$ cat src/rtl/in_write_pkg.sv
// Shared definitions for the input-side SRAM writer and its output-side twin.
// State codes are common to both so debug tooling can decode either FSM.
package in_write_pkg;

  localparam int unsigned SRAM_DATA_BITS = 64;
  localparam int unsigned SRAM_ADDR_BITS = 10;

  typedef logic [1:0] state_t;

  localparam state_t ST_IDLE  = 2'd0;
  localparam state_t ST_READ  = 2'd1;
  localparam state_t ST_DRAIN = 2'd2;
  localparam state_t ST_DONE  = 2'd3;

endpackage

$ cat src/rtl/sram_addr_cnt.sv
// Clear / enable up-counter with a terminal-count flag, used to sequence SRAM addresses.
// Clear wins over enable.
module sram_addr_cnt
  import in_write_pkg::*;
#(
  parameter int unsigned Width     = SRAM_ADDR_BITS,
  parameter int unsigned LastCount = (1 << SRAM_ADDR_BITS) - 1
) (
  input  logic             clk,
  input  logic             reset,
  input  logic             clear,
  input  logic             en,
  output logic [Width-1:0] count,
  output logic             tc
);

  localparam logic [Width-1:0] LastVal = Width'(LastCount);

  logic [Width-1:0] count_q, count_d;

  always_comb begin
    count_d = count_q;
    if (clear) begin
      count_d = '0;
    end else if (en) begin
      count_d = count_q + Width'(1);
    end
  end

  always_ff @(posedge clk) begin
    if (reset) begin
      count_q <= '0;
    end else begin
      count_q <= count_d;
    end
  end

  assign count = count_q;
  assign tc    = (count_q == LastVal);

endmodule

$ cat src/rtl/in_write.sv
// Pops ADDR_FINAL words from the input FIFO and writes them to input SRAM at 0..ADDR_FINAL-1.
// Pipeline: pop -> capture (FIFO read latency 1) -> registered SRAM write, 2 cycles total.
module in_write
  import in_write_pkg::*;
#(
  parameter int unsigned ADDR_FINAL = 20
) (
  input  logic                      clk,
  input  logic                      reset,
  input  logic                      start,
  output logic                      busy,
  output logic                      done,
  output logic                      len_err,
  input  logic                      fifo_empty_n,
  output logic                      fifo_read,
  input  logic [SRAM_DATA_BITS-1:0] fifo_data,
  input  logic                      fifo_last,
  output logic                      cen_insr,
  output logic                      wen_insr,
  output logic [SRAM_ADDR_BITS-1:0] addr_insr,
  output logic [SRAM_DATA_BITS-1:0] data_to_sram
);

  // One extra bit so the pop counter can reach ADDR_FINAL=1024.
  localparam int unsigned           RdBits  = SRAM_ADDR_BITS + 1;
  localparam logic [RdBits-1:0]     RdFinal = RdBits'(ADDR_FINAL);

  state_t                      state_q, state_d;
  logic [RdBits-1:0]           rd_cnt_q, rd_cnt_d;
  logic                        pop_q;
  logic                        len_err_q, len_err_d;
  logic                        cen_q, wen_q;
  logic [SRAM_ADDR_BITS-1:0]   addr_q;
  logic [SRAM_DATA_BITS-1:0]   data_q;

  logic                        start_ok;
  logic                        last_pop;
  logic                        wr_clear;
  logic                        wr_tc;
  logic [SRAM_ADDR_BITS-1:0]   wr_cnt;

  assign start_ok  = (state_q == ST_IDLE) && start;
  assign fifo_read = (state_q == ST_READ) && fifo_empty_n && (rd_cnt_q < RdFinal);
  assign last_pop  = fifo_read && (rd_cnt_q == (RdFinal - RdBits'(1)));
  assign wr_clear  = start_ok || ((state_d == ST_DONE) && (state_q != ST_DONE));

  always_comb begin
    state_d = state_q;
    unique case (state_q)
      ST_IDLE:  if (start)    state_d = ST_READ;
      ST_READ:  if (last_pop) state_d = ST_DRAIN;
      // The last pop is always still in flight on DRAIN entry, so pop_q is 1 then.
      ST_DRAIN: if (!pop_q)   state_d = ST_DONE;
      ST_DONE:                state_d = ST_IDLE;
      default:                state_d = ST_IDLE;
    endcase
  end

  always_comb begin
    rd_cnt_d = rd_cnt_q;
    if (start_ok) begin
      rd_cnt_d = '0;
    end else if (fifo_read) begin
      rd_cnt_d = rd_cnt_q + RdBits'(1);
    end
  end

  // wr_cnt indexes the word being captured, so wr_tc marks the word that must carry fifo_last.
  always_comb begin
    len_err_d = len_err_q;
    if (start_ok) begin
      len_err_d = 1'b0;
    end else if (pop_q && (fifo_last != wr_tc)) begin
      len_err_d = 1'b1;
    end
  end

  always_ff @(posedge clk) begin
    if (reset) begin
      state_q   <= ST_IDLE;
      rd_cnt_q  <= '0;
      pop_q     <= 1'b0;
      len_err_q <= 1'b0;
    end else begin
      state_q   <= state_d;
      rd_cnt_q  <= rd_cnt_d;
      pop_q     <= fifo_read;
      len_err_q <= len_err_d;
    end
  end

  always_ff @(posedge clk) begin
    if (reset) begin
      cen_q  <= 1'b1;
      wen_q  <= 1'b1;
      addr_q <= '0;
      data_q <= '0;
    end else begin
      cen_q <= ~pop_q;
      wen_q <= ~pop_q;
      if (pop_q) begin
        addr_q <= wr_cnt;
        data_q <= fifo_data;
      end
    end
  end

  sram_addr_cnt #(
    .Width     (SRAM_ADDR_BITS),
    .LastCount (ADDR_FINAL - 1)
  ) u_wr_cnt (
    .clk   (clk),
    .reset (reset),
    .clear (wr_clear),
    .en    (pop_q),
    .count (wr_cnt),
    .tc    (wr_tc)
  );

  assign busy         = (state_q != ST_IDLE);
  assign done         = (state_q == ST_DONE);
  assign len_err      = len_err_q;
  assign cen_insr     = cen_q;
  assign wen_insr     = wen_q;
  assign addr_insr    = addr_q;
  assign data_to_sram = data_q;

endmodule

$ cat config.mk
export PLATFORM = sky130hd
export DESIGN_NAME = in_write
export DESIGN_NICKNAME = d
export VERILOG_FILES = /design/src/rtl/in_write_pkg.sv /design/src/rtl/sram_addr_cnt.sv /design/src/rtl/in_write.sv
export SDC_FILE = /design/constraint.sdc
export NUM_CORES = 1
export LEC_CHECK = 0
export BUFFER_PORTS_ARGS = -buffer_cell sky130_fd_sc_hd__buf_4
export CAP_MARGIN = 30
export CORE_MARGIN = 2
export CORE_UTILIZATION = 48
export CTS_CLUSTER_DIAMETER = 50
export CTS_CLUSTER_SIZE = 28
export DETAILED_ROUTE_END_ITERATION = 16
export PLACE_DENSITY = 0.79
export SYNTH_ARGS = -nofsm -noshare
export SYNTH_HDL_FRONTEND = slang
export SYNTH_HIERARCHICAL = 1
export SYNTH_SLANG_ARGS = --single-unit
$ cat constraint.sdc
create_clock -name clk -period 1.65 [get_ports clk]
set_input_delay 0.2475 -clock clk [delete_from_list [all_inputs] [get_ports clk]]
set_output_delay 0.2475 -clock clk [all_outputs]
set_load 0.02 [all_outputs]
After elaboration in Yosys (flattened, before gate mapping):

Index checks and enable logic that the tools add are counted.

* flip-flop bits (word level): 100
* logic and storage cells: 35
* input bits: 69

* add/subtract/negate cells: 2
* muxes and demuxes: 4
* reductions and logical operators: 11
* $lt $le $gt $ge: 1
* eq/ne operators: 8
* bitwise operators: 1

Operator list (count)
* $add A11 B1 Y11 const B: 1
* $eq A11 B5 Y1 const B: 1
* $lt A11 B5 Y1 const B: 1
* $add A10 B1 Y10 const B: 1
* $eq A10 B5 Y1 const B: 1
* $pmux W2 S4: 1
* $eq A2 B2 Y1 const B: 3
* $logic_and A1 B1 Y1: 6
* $mux W2: 3
* $reduce_or A2 Y1: 2
* $eq A2 B1 Y1 const B: 1
* $logic_not A2 Y1: 1
* $ne A2 B2 Y1 const B: 1
* $reduce_bool A2 Y1: 1
* $logic_or A1 B1 Y1: 1
* $ne A1 B1 Y1: 1
* $not A1 Y1: 1

Logic depth before layout (Yosys ltp):

Gate-level depths: netlist of the first run.

* depth in word-level cells: 10
* gate-level depth with buffers: 6

By module:

Netlist of the first run, hierarchy kept.

By module, submodules not included
* in_write: area an instance 3220.6 µm², times used 1, cells each 306
* sram_addr_cnt: area an instance 474.2 µm², times used 1, cells each 53

Least setup slack after synthesis of the first run:

No wires, ideal clock.

* kind: register to register
* start: register u_wr_cnt.count_q[0], in the netlist u_wr_cnt/count[0]
* end: register u_wr_cnt.count_q[8], in the netlist u_wr_cnt/count[8]
* cell stages (with the launch flop): 5
* slack: 284 ps
* library setup time: 70 ps
* arrival: 1296 ps
* path buffers: 0
* data required time: 1580 ps
* clock period less this slack: 1366 ps
* cell sequence: dfxtp_1 ha_1 nand2_1 or4_1 a21oi_1

* longest elaborated chain between the ends: 1

RTL lines
* start, declared: line sram_addr_cnt.sv:19 `logic [Width-1:0] count_q, count_d;`
* start signal, assigned: line sram_addr_cnt.sv:34 `count_q <= count_d;`
* $add A10 B1 Y10: line sram_addr_cnt.sv:26 `count_d = count_q + Width'(1);`

No other way between the ends.
A chain may end at the register's enable or synchronous reset.

Final worst setup path of the first run:

* start: register state_q[1]
* end: output port fifo_read

* longest elaborated chain between the ends: 3

RTL lines
* start, declared: line in_write.sv:28 `state_t state_q, state_d;`
* start signal, assigned: line in_write.sv:85 `state_q <= state_d;`
* $eq A2 B1 Y1: line in_write.sv:43 `assign fifo_read = (state_q == ST_READ) && fifo_empty_n && (rd_cnt_q < RdFinal);`
* $logic_and A1 B1 Y1 (2 in a row): line in_write.sv:43
* end, declared: line in_write.sv:15 `output logic fifo_read,`

No other way between the ends.

==> metrics.csv, run 1 <==
stage,metric,value,unit
placement,Port Buf Inserts,148,
setup_path,crit path from,state_q[1],
power,Leakage,2.15,nW
final_layout,nets,573,
synth,cells after synthesis,359,
min_path,worst hold path type,in -> reg,
clocking,"CTS clk-pin slew, worst paths",90,ps
die,I/O Pins,149,
clocking,Root Driver,clkbuf_8,
clocking,Clock Sink Count,100,
synth,synthesized cell area,0.00369,mm²
synth,Post-synth EDFFs,0,
timing,Worst Tran Pin Value,474,ps
die,Die H,91.7,µm
synth,share of the synthesized area in the top cell type,0.542,
timing,RSZ-0062 raised after global routing,no,
clocking,worst-skew pair later-pin latency,350,ps
timing,minimum clock period,1560,ps
clocking,H-Tree Depth,3,
route,routed vias/inst,4.96,
route,Via Count,3007,
timing,max_slew headroom,0.684,
clocking,CTS tree,done,
final_layout,# diodes,0,
synth,"Async S/R FF share, synth",0,
placement,DPL Wire Length,5940,µm
synth,Post-synth top cells,"dfxtp_1 (100), nor2_1 (89), mux2i_1 (76)",
route,Routed Antenna Nets,0,
die,Placement Rows,31,
timing,Final setup viols,0,
setup_path,Worst Path Required,1400,ps
power,power density over the cells,911,mW/mm²
synth,"Avg Cell Area, Syn",10.3,µm²
synth,Yosys warning total,6,
global_route,first-pass GRT wire length,13400,µm
global_route,antenna violations before repair,0,
power,peak supply drop,0.000453,V
synth,"count leader, synth",dfxtp_1,
status,status,"complete, no violations",
timing,Total Neg Setup Slack,0,ps
global_route,all-layer global routing usage,0.195,
setup_path,WP data arrival,1310,ps
route,drt first-iter violations,81,
route,total wire length,8230,µm
setup_path,Crit Path Category,reg -> out,
final_layout,final std cells w/o fill,606,
global_route,GRT overflow,0,
die,CORE AREA,0.00737,mm²
min_path,Hold Path Depth,3,
final_layout,Area Overhead vs Synth,38.9,%
timing,clock skew,12.8,ps
final_layout,Finished Core Util,0.696,
clocking,cts hold-fix bufs,0,
route,DR WL/cell,13.6,µm
timing,hold slack,125,ps
route,1st-pass router iterations,4,
synth,Synth area leader,dfxtp_1,
clocking,CTS Buf Count,9,
job,max-cap violations,0,
timing,max-slew violation count,0,
global_route,vias in the first global route,2961,
global_route,largest net degree at the start of global routing,55,
synth,Synth cell types,33,
setup_path,Crit. End Element,output port,
die,Initial Utilization,0.501,
placement,Placed Cells,589,
timing,Hold Fails Final Rpt,0,
synth,"Seq/Total Area, Yosys",0.542,
setup_path,CP max FO,7,
synth,flip-flop and latch count after synthesis,100,
route,number of remaining DRC errors,0,
setup_path,Worst Reg-to-Reg Cells,5,
final_layout,share of post-route cells with drive strength above 1,0.345,
timing,highest clock rate,0.642,GHz
synth,syn nets,430,
synth,synth top area cells,"dfxtp_1 (54%), mux2i_1 (21%), nor2_1 (9.0%), a21oi_1 (1.4%), buf_2 (1.2%)",
die,die area,0.00842,mm²
die,Die X,91.7,µm
clocking,Clock Tree Buf Depth,2,
synth,top_reg_cell synth,dfxtp_1,
min_path,Hold Path Origin,fifo_data[30],
setup_path,Worst setup SP type,flip-flop,
setup_path,reg2reg start,state_q[1],
placement,Final Wtd Congestion,0.760,
timing,period utilization,0.944,
[state kept, by name, indices dropped and copies added (netlist names)]
| register | cells |
|---|---|
| state_q | 2 |
| len_err | 1 |
| addr_insr | 10 |
| rd_cnt_q | 11 |
| wen_insr | 1 |
| pop_q | 1 |
| u_wr_cnt/count | 10 |
| data_to_sram | 64 |
[critical path, stage by stage (launching register included)]
cell and delay [ps]:
dfxtp_2 350, and4bb_2 340, nand4_4 80, inv_1 70, buf_4 140
[cell type report]
type	count	area [µm²]
fill	584	2240
clock buffer	13	159
timing repair buffer	153	1170
tap	99	124
multi-input combinational	233	1580
inverter	5	18.8
clock inverter	3	68.8
sequential	100	2010
[cell families (layout without fill, tap and decap cells)]
group | count (synthesis) | after routing | synth area share
buffers and inverters | 26 | 174 | 0.0305
multiplexers | 76 | 76 | 0.206
flip-flops | 100 | 100 | 0.542
adder cells (fa/ha/maj) | 2 | 2 | 0.00677
XOR/XNOR | 6 | 6 | 0.0142
AO/OA/AOI/OAI | 22 | 22 | 0.0356
AND/OR/NAND/NOR | 127 | 127 | 0.165
[per-stage QoR]
step           power, mW  cell area (µm²)  setup slack [ps]
2_1_floorplan       2.76             3690               284
3_3_place_gp        2.99             4890               228
3_5_place_dp        3.00             4890               187
4_1_cts             4.72             5130              49.5
5_1_grt             4.84             5130              22.9
6_report            4.68             5130              91.7
[path summary, 6_finish.rpt]
kind / to / slack, ps
worst min-delay path: data_to_sram[30] / 130
worst min register to register: rd_cnt_q[9] / 460
worst max register to register: rd_cnt_q[3] / 120
worst max-delay path: fifo_read / 90
[cell usage in the layout, fill, tap and decap left out, drive strengths merged]
| cell type | synthesis | routed |
|---|---|---|
| xnor2 | 1 | 1 |
| and2 | 7 | 7 |
| mux2i | 76 | 76 |
| a21oi | 10 | 10 |
| dfxtp | 100 | 100 |
| o31ai | 4 | 4 |
| nor2 | 89 | 89 |
| xor2 | 5 | 5 |
| o21a | 3 | 3 |
| nor4 | 2 | 2 |
| or3 | 2 | 2 |
| bufinv | 0 | 2 |
| a21o | 1 | 1 |
| or4 | 4 | 4 |
| nand4 | 5 | 5 |
| or2 | 1 | 1 |
| a31oi | 1 | 1 |
| nor3 | 2 | 2 |
| buf | 10 | 153 |
| o21ai | 3 | 3 |
| clkbuf | 11 | 13 |
| ha | 2 | 2 |
| clkinv | 0 | 1 |
| or2b | 2 | 2 |
| nand2b | 2 | 2 |
| nor4bb | 1 | 1 |
| inv | 5 | 5 |
| nand3 | 6 | 6 |
| nand2 | 3 | 3 |
| and4bb | 1 | 1 |
[routing by layer]
metal | track usage | routed length [µm] | vias to the layer above
met4 | 0.0746 | 74 | 0
met1 | 0.228 | 3360 | 1383
met2 | 0.333 | 4070 | 110
met3 | 0.0608 | 724 | 10
li1 | - | - | 1504
met5 | 0 | 0 | -
[power breakdown]
group | total [mW] | switching, mW | internal [mW]
Clock | 1.74 | 0.795 | 0.943
Combinational | 0.451 | 0.214 | 0.237
Sequential | 2.49 | 0.0289 | 2.46
Total | 4.68 | 1.04 | 3.64
[repair_timing]
item                                   in CTS  in global routing
buffers inserted                            1                  0
gates resized for setup                     2                  1
setup endpoints to repair                   1                  1
pin swaps                                   1                  1
endpoints found under the hold margin       0                  0
cloned                                      0                  0
No activity file was read; power rests on OpenSTA's default activity.
==> run 2, diff against run 1 <==
Settings changed: ABC_AREA set to 1, BUFFER_PORTS_ARGS -buffer_cell sky130_fd_sc_hd__buf_4 to unset, CORE_UTILIZATION 48 to 56, DONT_BUFFER_PORTS set to 1, PLACE_DENSITY 0.79 to 0.71.
==> run 2 against run 1 <==
Compared with the run above:
- non-clock buffer count is 145 lower
- die area fell by 12%
- clock skew down 5.0 ps
- worst setup slack improved by 29 ps
- final cell count decreased by 7.1%
- sequential share of layout area grew 11 points
- via count fell by 0.20%
- maximum frequency rose by 1.9%
==> metrics.csv, run 2 <==
stage,metric,value,unit
status,status,"complete, no violations",
timing,Hold Fails Final Rpt,0,
route,number of remaining DRC errors,0,
clocking,post-CTS resize count,0,
route,total wire length,7780,µm
clocking,"CTS clk-pin slew, worst paths",90,ps
synth,"Async S/R FF share, synth",0,
global_route,antenna violations before repair,0,
timing,Final setup viols,0,
route,DR WL/cell,13.8,µm
final_layout,Area Overhead vs Synth,5.24,%
synth,share of the synthesized area in the top cell type,0.531,
route,drt first-iter violations,155,
placement,DPL Wire Length,5560,µm
power,peak supply drop,0.000495,V
timing,clock skew,7.79,ps
final_layout,most frequent cells in the layout,"nor2_1 (178), dfxtp_1 (99), o21ai_0 (76)",
route,Via Count,3001,
power,power density over the cells,1090,mW/mm²
setup_path,Worst Path Required,1400,ps
placement,Placed Cells,548,
global_route,all-layer global routing usage,0.212,
die,Initial Utilization,0.588,
synth,flip-flop and latch count after synthesis,100,
synth,top_reg_cell synth,dfxtp_1,
global_route,GRT overflow,0,
final_layout,share of post-route cells with drive strength above 1,0.0823,
clocking,worst-skew pair later-pin latency,350,ps
power,Leakage,1.72,nW
synth,Post-synth top cells,"nor2_1 (178), dfxtp_1 (100), o21ai_0 (76)",
global_route,largest net degree at the start of global routing,36,
final_layout,number of flip-flops in the largest register,64,
die,Placement Rows,29,
timing,highest clock rate,0.654,GHz
final_layout,"commonest non-fill, non-tap cell in the layout",nor2_1,
timing,Worst Tran Pin Value,455,ps
synth,"Avg Cell Area, Syn",7.70,µm²
route,1st-pass router iterations,4,
synth,synthesized cell area,0.00377,mm²
clocking,postcts setup bufs,0,
setup_path,Crit. End Element,output port,
clocking,Root Driver,clkbuf_8,
final_layout,final std cells w/o fill,563,
die,Die X,86.1,µm
clocking,Clock Tree Buf Depth,2,
setup_path,Worst setup SP type,flip-flop,
die,I/O Pins,149,
timing,RSZ-0062 raised after global routing,no,
job,max-cap violations,0,
synth,synth top area cells,"dfxtp_1 (53%), nor2_1 (18%), o21ai_0 (10%), nand2_1 (2.6%), inv_1 (2.4%)",
final_layout,# diodes,0,
clocking,Clock Sink Count,100,
setup_path,WP data arrival,1280,ps
timing,max_slew headroom,0.696,
power,Final Power,4.34,mW
timing,hold slack,31.6,ps
route,routed vias/inst,5.33,
die,die area,0.00741,mm²
global_route,first-pass GRT wire length,12700,µm
timing,max-slew violation count,0,
min_path,worst hold path type,in -> reg,
setup_path,Crit Path Category,reg -> out,
final_layout,nets,554,
clocking,H-Tree Depth,3,
timing,minimum clock period,1530,ps
clocking,cts hold-fix bufs,1,
global_route,vias in the first global route,2783,
placement,Final Wtd Congestion,0.863,
synth,"count leader, synth",nor2_1,
synth,Synth area leader,dfxtp_1,
timing,period utilization,0.927,
clocking,CTS tree,done,
clocking,CTS Buf Count,9,
synth,Post-synth EDFFs,0,
placement,Port Buf Inserts,0,
die,CORE AREA,0.00642,mm²
synth,"Seq/Total Area, Yosys",0.531,
synth,Synth cell types,27,
die,Die H,86.1,µm
synth,cells after synthesis,490,
synth,syn nets,561,
timing,Total Neg Setup Slack,0,ps
setup_path,CP max FO,4,
synth,Yosys warning total,6,
route,Routed Antenna Nets,0,
## run 2: metal layers
layer	share of wire	GRT usage
met4	0.013	0.0779
met3	0.074	0.0626
met1	0.41	0.252
met2	0.50	0.362
met5	0	0
## run 2: final timing paths
kind                      from               end  slack, ps  depth (start not counted)
max                 state_q[0]         fifo_read        120                          6
min              fifo_data[45]  data_to_sram[45]         30                          2
max reg2reg  u_wr_cnt/count[0]           len_err        190                          6
min reg2reg        rd_cnt_q[8]       rd_cnt_q[8]        460                          2
## run 2: stage by stage
step | area [µm²] | worst slack [ps] | utilization
floorplan | 3770 | 330 | -
global placement | 3780 | 228 | 0.589
detailed placement | 3780 | 206 | 0.589
CTS | 3970 | 84.3 | 0.618
global route | 3970 | 13.4 | 0.618
finish | 3970 | 121 | 0.618
## run 2: cell families after synthesis
group	after synthesis	synth area share
compound gates	99	0.136
fa+ha+maj	2	0.00663
flops	100	0.531
buf+inv	57	0.0756
simple gates	232	0.251
## run 2: worst max-delay path, cell delays in order (launching register included)
cell and delay (ps):
dfxtp_1 350, inv_2 60, nor2_4 120, inv_2 50, nor2_4 140, nand2_2 90, clkinv_2 120
## run 2: where the power goes
part | internal [mW] | total, mW | leakage (nW) | switching, mW
logic | 0.0757 | 0.225 | 0.824 | 0.149
clock network | 0.685 | 1.46 | 0.0805 | 0.772
registers | 2.50 | 2.65 | 0.812 | 0.156
total | 3.26 | 4.34 | 1.72 | 1.08
## run 2: final cells by class
type | instances | area (µm²)
timing repair buffer | 8 | 87.6
clock inverter | 4 | 52.6
sequential | 100 | 2000
clock buffer | 10 | 128
tap | 77 | 96.3
inverter | 31 | 118
multi-input combinational | 333 | 1490
fill | 604 | 2450
==> run 3, diff against run 2 <==
Clock period 1.65 ns to 1.8 ns, I/O delays scaled along.
==> run 3 against run 2 <==
Compared with the run above:
- first-iteration DRC count down 31%
- wire length grew 0.45%
- core utilization is essentially flat
- sequential power decreased by 7.9%
- final cell count did not move
- clock power barely moved
- count of clock-buffer cells in the layout is 2 higher
- clock skew increased by 2.5 ps
- die area unchanged
- non-clock buffer count is 2 lower
- critical path type unchanged
- sequential cell count unchanged
==> metrics.csv, run 3 (same netlist as run 2, synthesis figures left out) <==
stage,metric,value,unit
clocking,Clock Tree Buf Depth,2,
die,Initial Utilization,0.588,
final_layout,final instance area,0.00397,mm²
final_layout,share of post-route cells with drive strength above 1,0.0823,
setup_path,crit path from,rd_cnt_q[4],
global_route,antenna violations before repair,0,
die,CORE AREA,0.00642,mm²
setup_path,reg2reg start,u_wr_cnt/count[0],
global_route,vias in the first global route,2693,
min_path,worst hold path type,in -> reg,
timing,Worst Tran Pin Value,433,ps
clocking,Clock Sink Count,100,
route,drt first-iter violations,107,
timing,Final setup viols,0,
clocking,H-Tree Depth,3,
timing,Total Neg Setup Slack,0,ps
setup_path,Worst Reg-to-Reg Cells,6,
global_route,first-pass GRT wire length,12200,µm
setup_path,WP data arrival,1280,ps
clocking,Root Driver,clkbuf_8,
timing,Final WS setup,251,ps
placement,Setup Slack @ Placement,332,ps
route,Routed Antenna Nets,0,
die,Die X,86.1,µm
global_route,GRT overflow,0,
global_route,all-layer global routing usage,0.206,
job,max-cap violations,0,
route,total wire length,7810,µm
power,Leakage,1.72,nW
timing,clock skew,10.3,ps
clocking,"CTS clk-pin slew, worst paths",90,ps
clocking,worst-skew pair later-pin latency,350,ps
final_layout,fill count,576,
setup_path,Crit. End Element,output port,
clocking,postcts setup bufs,0,
setup_path,Critical R2R Capture,len_err,
placement,DPL Wire Length,5330,µm
timing,highest clock rate,0.646,GHz
placement,area post-placement,0.00375,mm²
die,die area,0.00741,mm²
route,Via Count,2988,
timing,period utilization,0.860,
setup_path,CP max FO,4,
power,Final Power,4.10,mW
timing,max-slew violation count,0,
final_layout,number of flip-flops in the largest register,64,
setup_path,reg2reg setup slack,330,ps
die,Die H,86.1,µm
setup_path,CP Capture Point,fifo_read,
final_layout,most frequent cells in the layout,"nor2_1 (178), dfxtp_1 (99), o21ai_0 (76)",
timing,Hold Fails Final Rpt,0,
final_layout,Area Overhead vs Synth,5.31,%
power,peak supply drop,0.000512,V
global_route,largest net degree at the start of global routing,76,
final_layout,# diodes,0,
route,routed vias/inst,5.31,
timing,RSZ-0062 raised after global routing,no,
timing,minimum clock period,1550,ps
setup_path,Worst Path Required,1530,ps
clocking,CTS Buf Count,9,
final_layout,"commonest non-fill, non-tap cell in the layout",nor2_1,
route,DR WL/cell,13.9,µm
setup_path,Worst setup SP type,flip-flop,
setup_path,Crit Path Category,reg -> out,
route,number of remaining DRC errors,0,
placement,Final Wtd Congestion,0.830,
die,I/O Pins,149,
clocking,CTS tree,done,
power,power density over the cells,1030,mW/mm²
timing,max_slew headroom,0.712,
status,status,"complete, no violations",
final_layout,nets,552,
placement,Port Buf Inserts,0,
route,1st-pass router iterations,4,
die,Placement Rows,29,
==> run 3: cell count changes in the layout (fill, tap and decap cells not counted) <==
cell / before / now
buf_12: 2 / 1
buf_4: 5 / 4
clkbuf_8: 9 / 11
clkinvlp_4: 3 / 1
inv_6: 0 / 2
==> run 3: power breakdown <==
group          total [mW]  switching [mW]  internal, mW
Clock                1.46           0.731         0.730
Combinational       0.201           0.135        0.0662
Sequential           2.44           0.145          2.29
Total                4.10            1.01          3.09
==> run 3: layout make-up <==
type | instances | area (µm²) | area share
inverter | 31 | 118 | 0.0296
tap | 77 | 96.3 | 0.0242
timing repair buffer | 6 | 60.1 | 0.0151
clock buffer | 12 | 155 | 0.0390
multi-input combinational | 333 | 1490 | 0.374
sequential | 100 | 2000 | 0.504
clock inverter | 4 | 55.1 | 0.0139
==> run 3: worst min-delay path by stage <==
stage	to	from	slack, ps	cells past startpoint
after CTS	data_to_sram[42]	fifo_data[42]	30	2
after global routing	data_to_sram[16]	fifo_data[16]	40	2
after floorplan	state_q[0]	reset	340	1
after global placement	pop_q	reset	340	1
after detailed placement	pop_q	reset	340	1
final	data_to_sram[42]	fifo_data[42]	50	2
==> run 3: routing by layer <==
metal / share of wire / wire length (µm) / global-route usage
met1: 0.43 / 3380 / 0.238
met4: 0.017 / 133 / 0.0967
met5: 0 / 0 / 0
met2: 0.49 / 3800 / 0.354
met3: 0.064 / 497 / 0.0539
==> run 3: metrics by stage <==
step / util / hold WS [ps] / std cells
global route: 0.619 / 36.9 / 563
CTS: 0.619 / 34.6 / 563
floorplan: - / 339 / 490
finish: 0.619 / 52.4 / 563
detailed placement: 0.584 / 339 / 546
global placement: 0.584 / 342 / 546
==> run 3: worst max-delay path, stage by stage (launching register included) <==
cell      delay, ps
dfxtp_1         400
inv_1           100
nor2_2          150
nor2_4           60
nand2_2          90
clkinv_2        130
==> run 3: what timing repair did <==
action / CTS / global route
endpoints found under the hold margin: 3 / 0
resized for setup: 0 / 0
hold buffers: 1 / 0
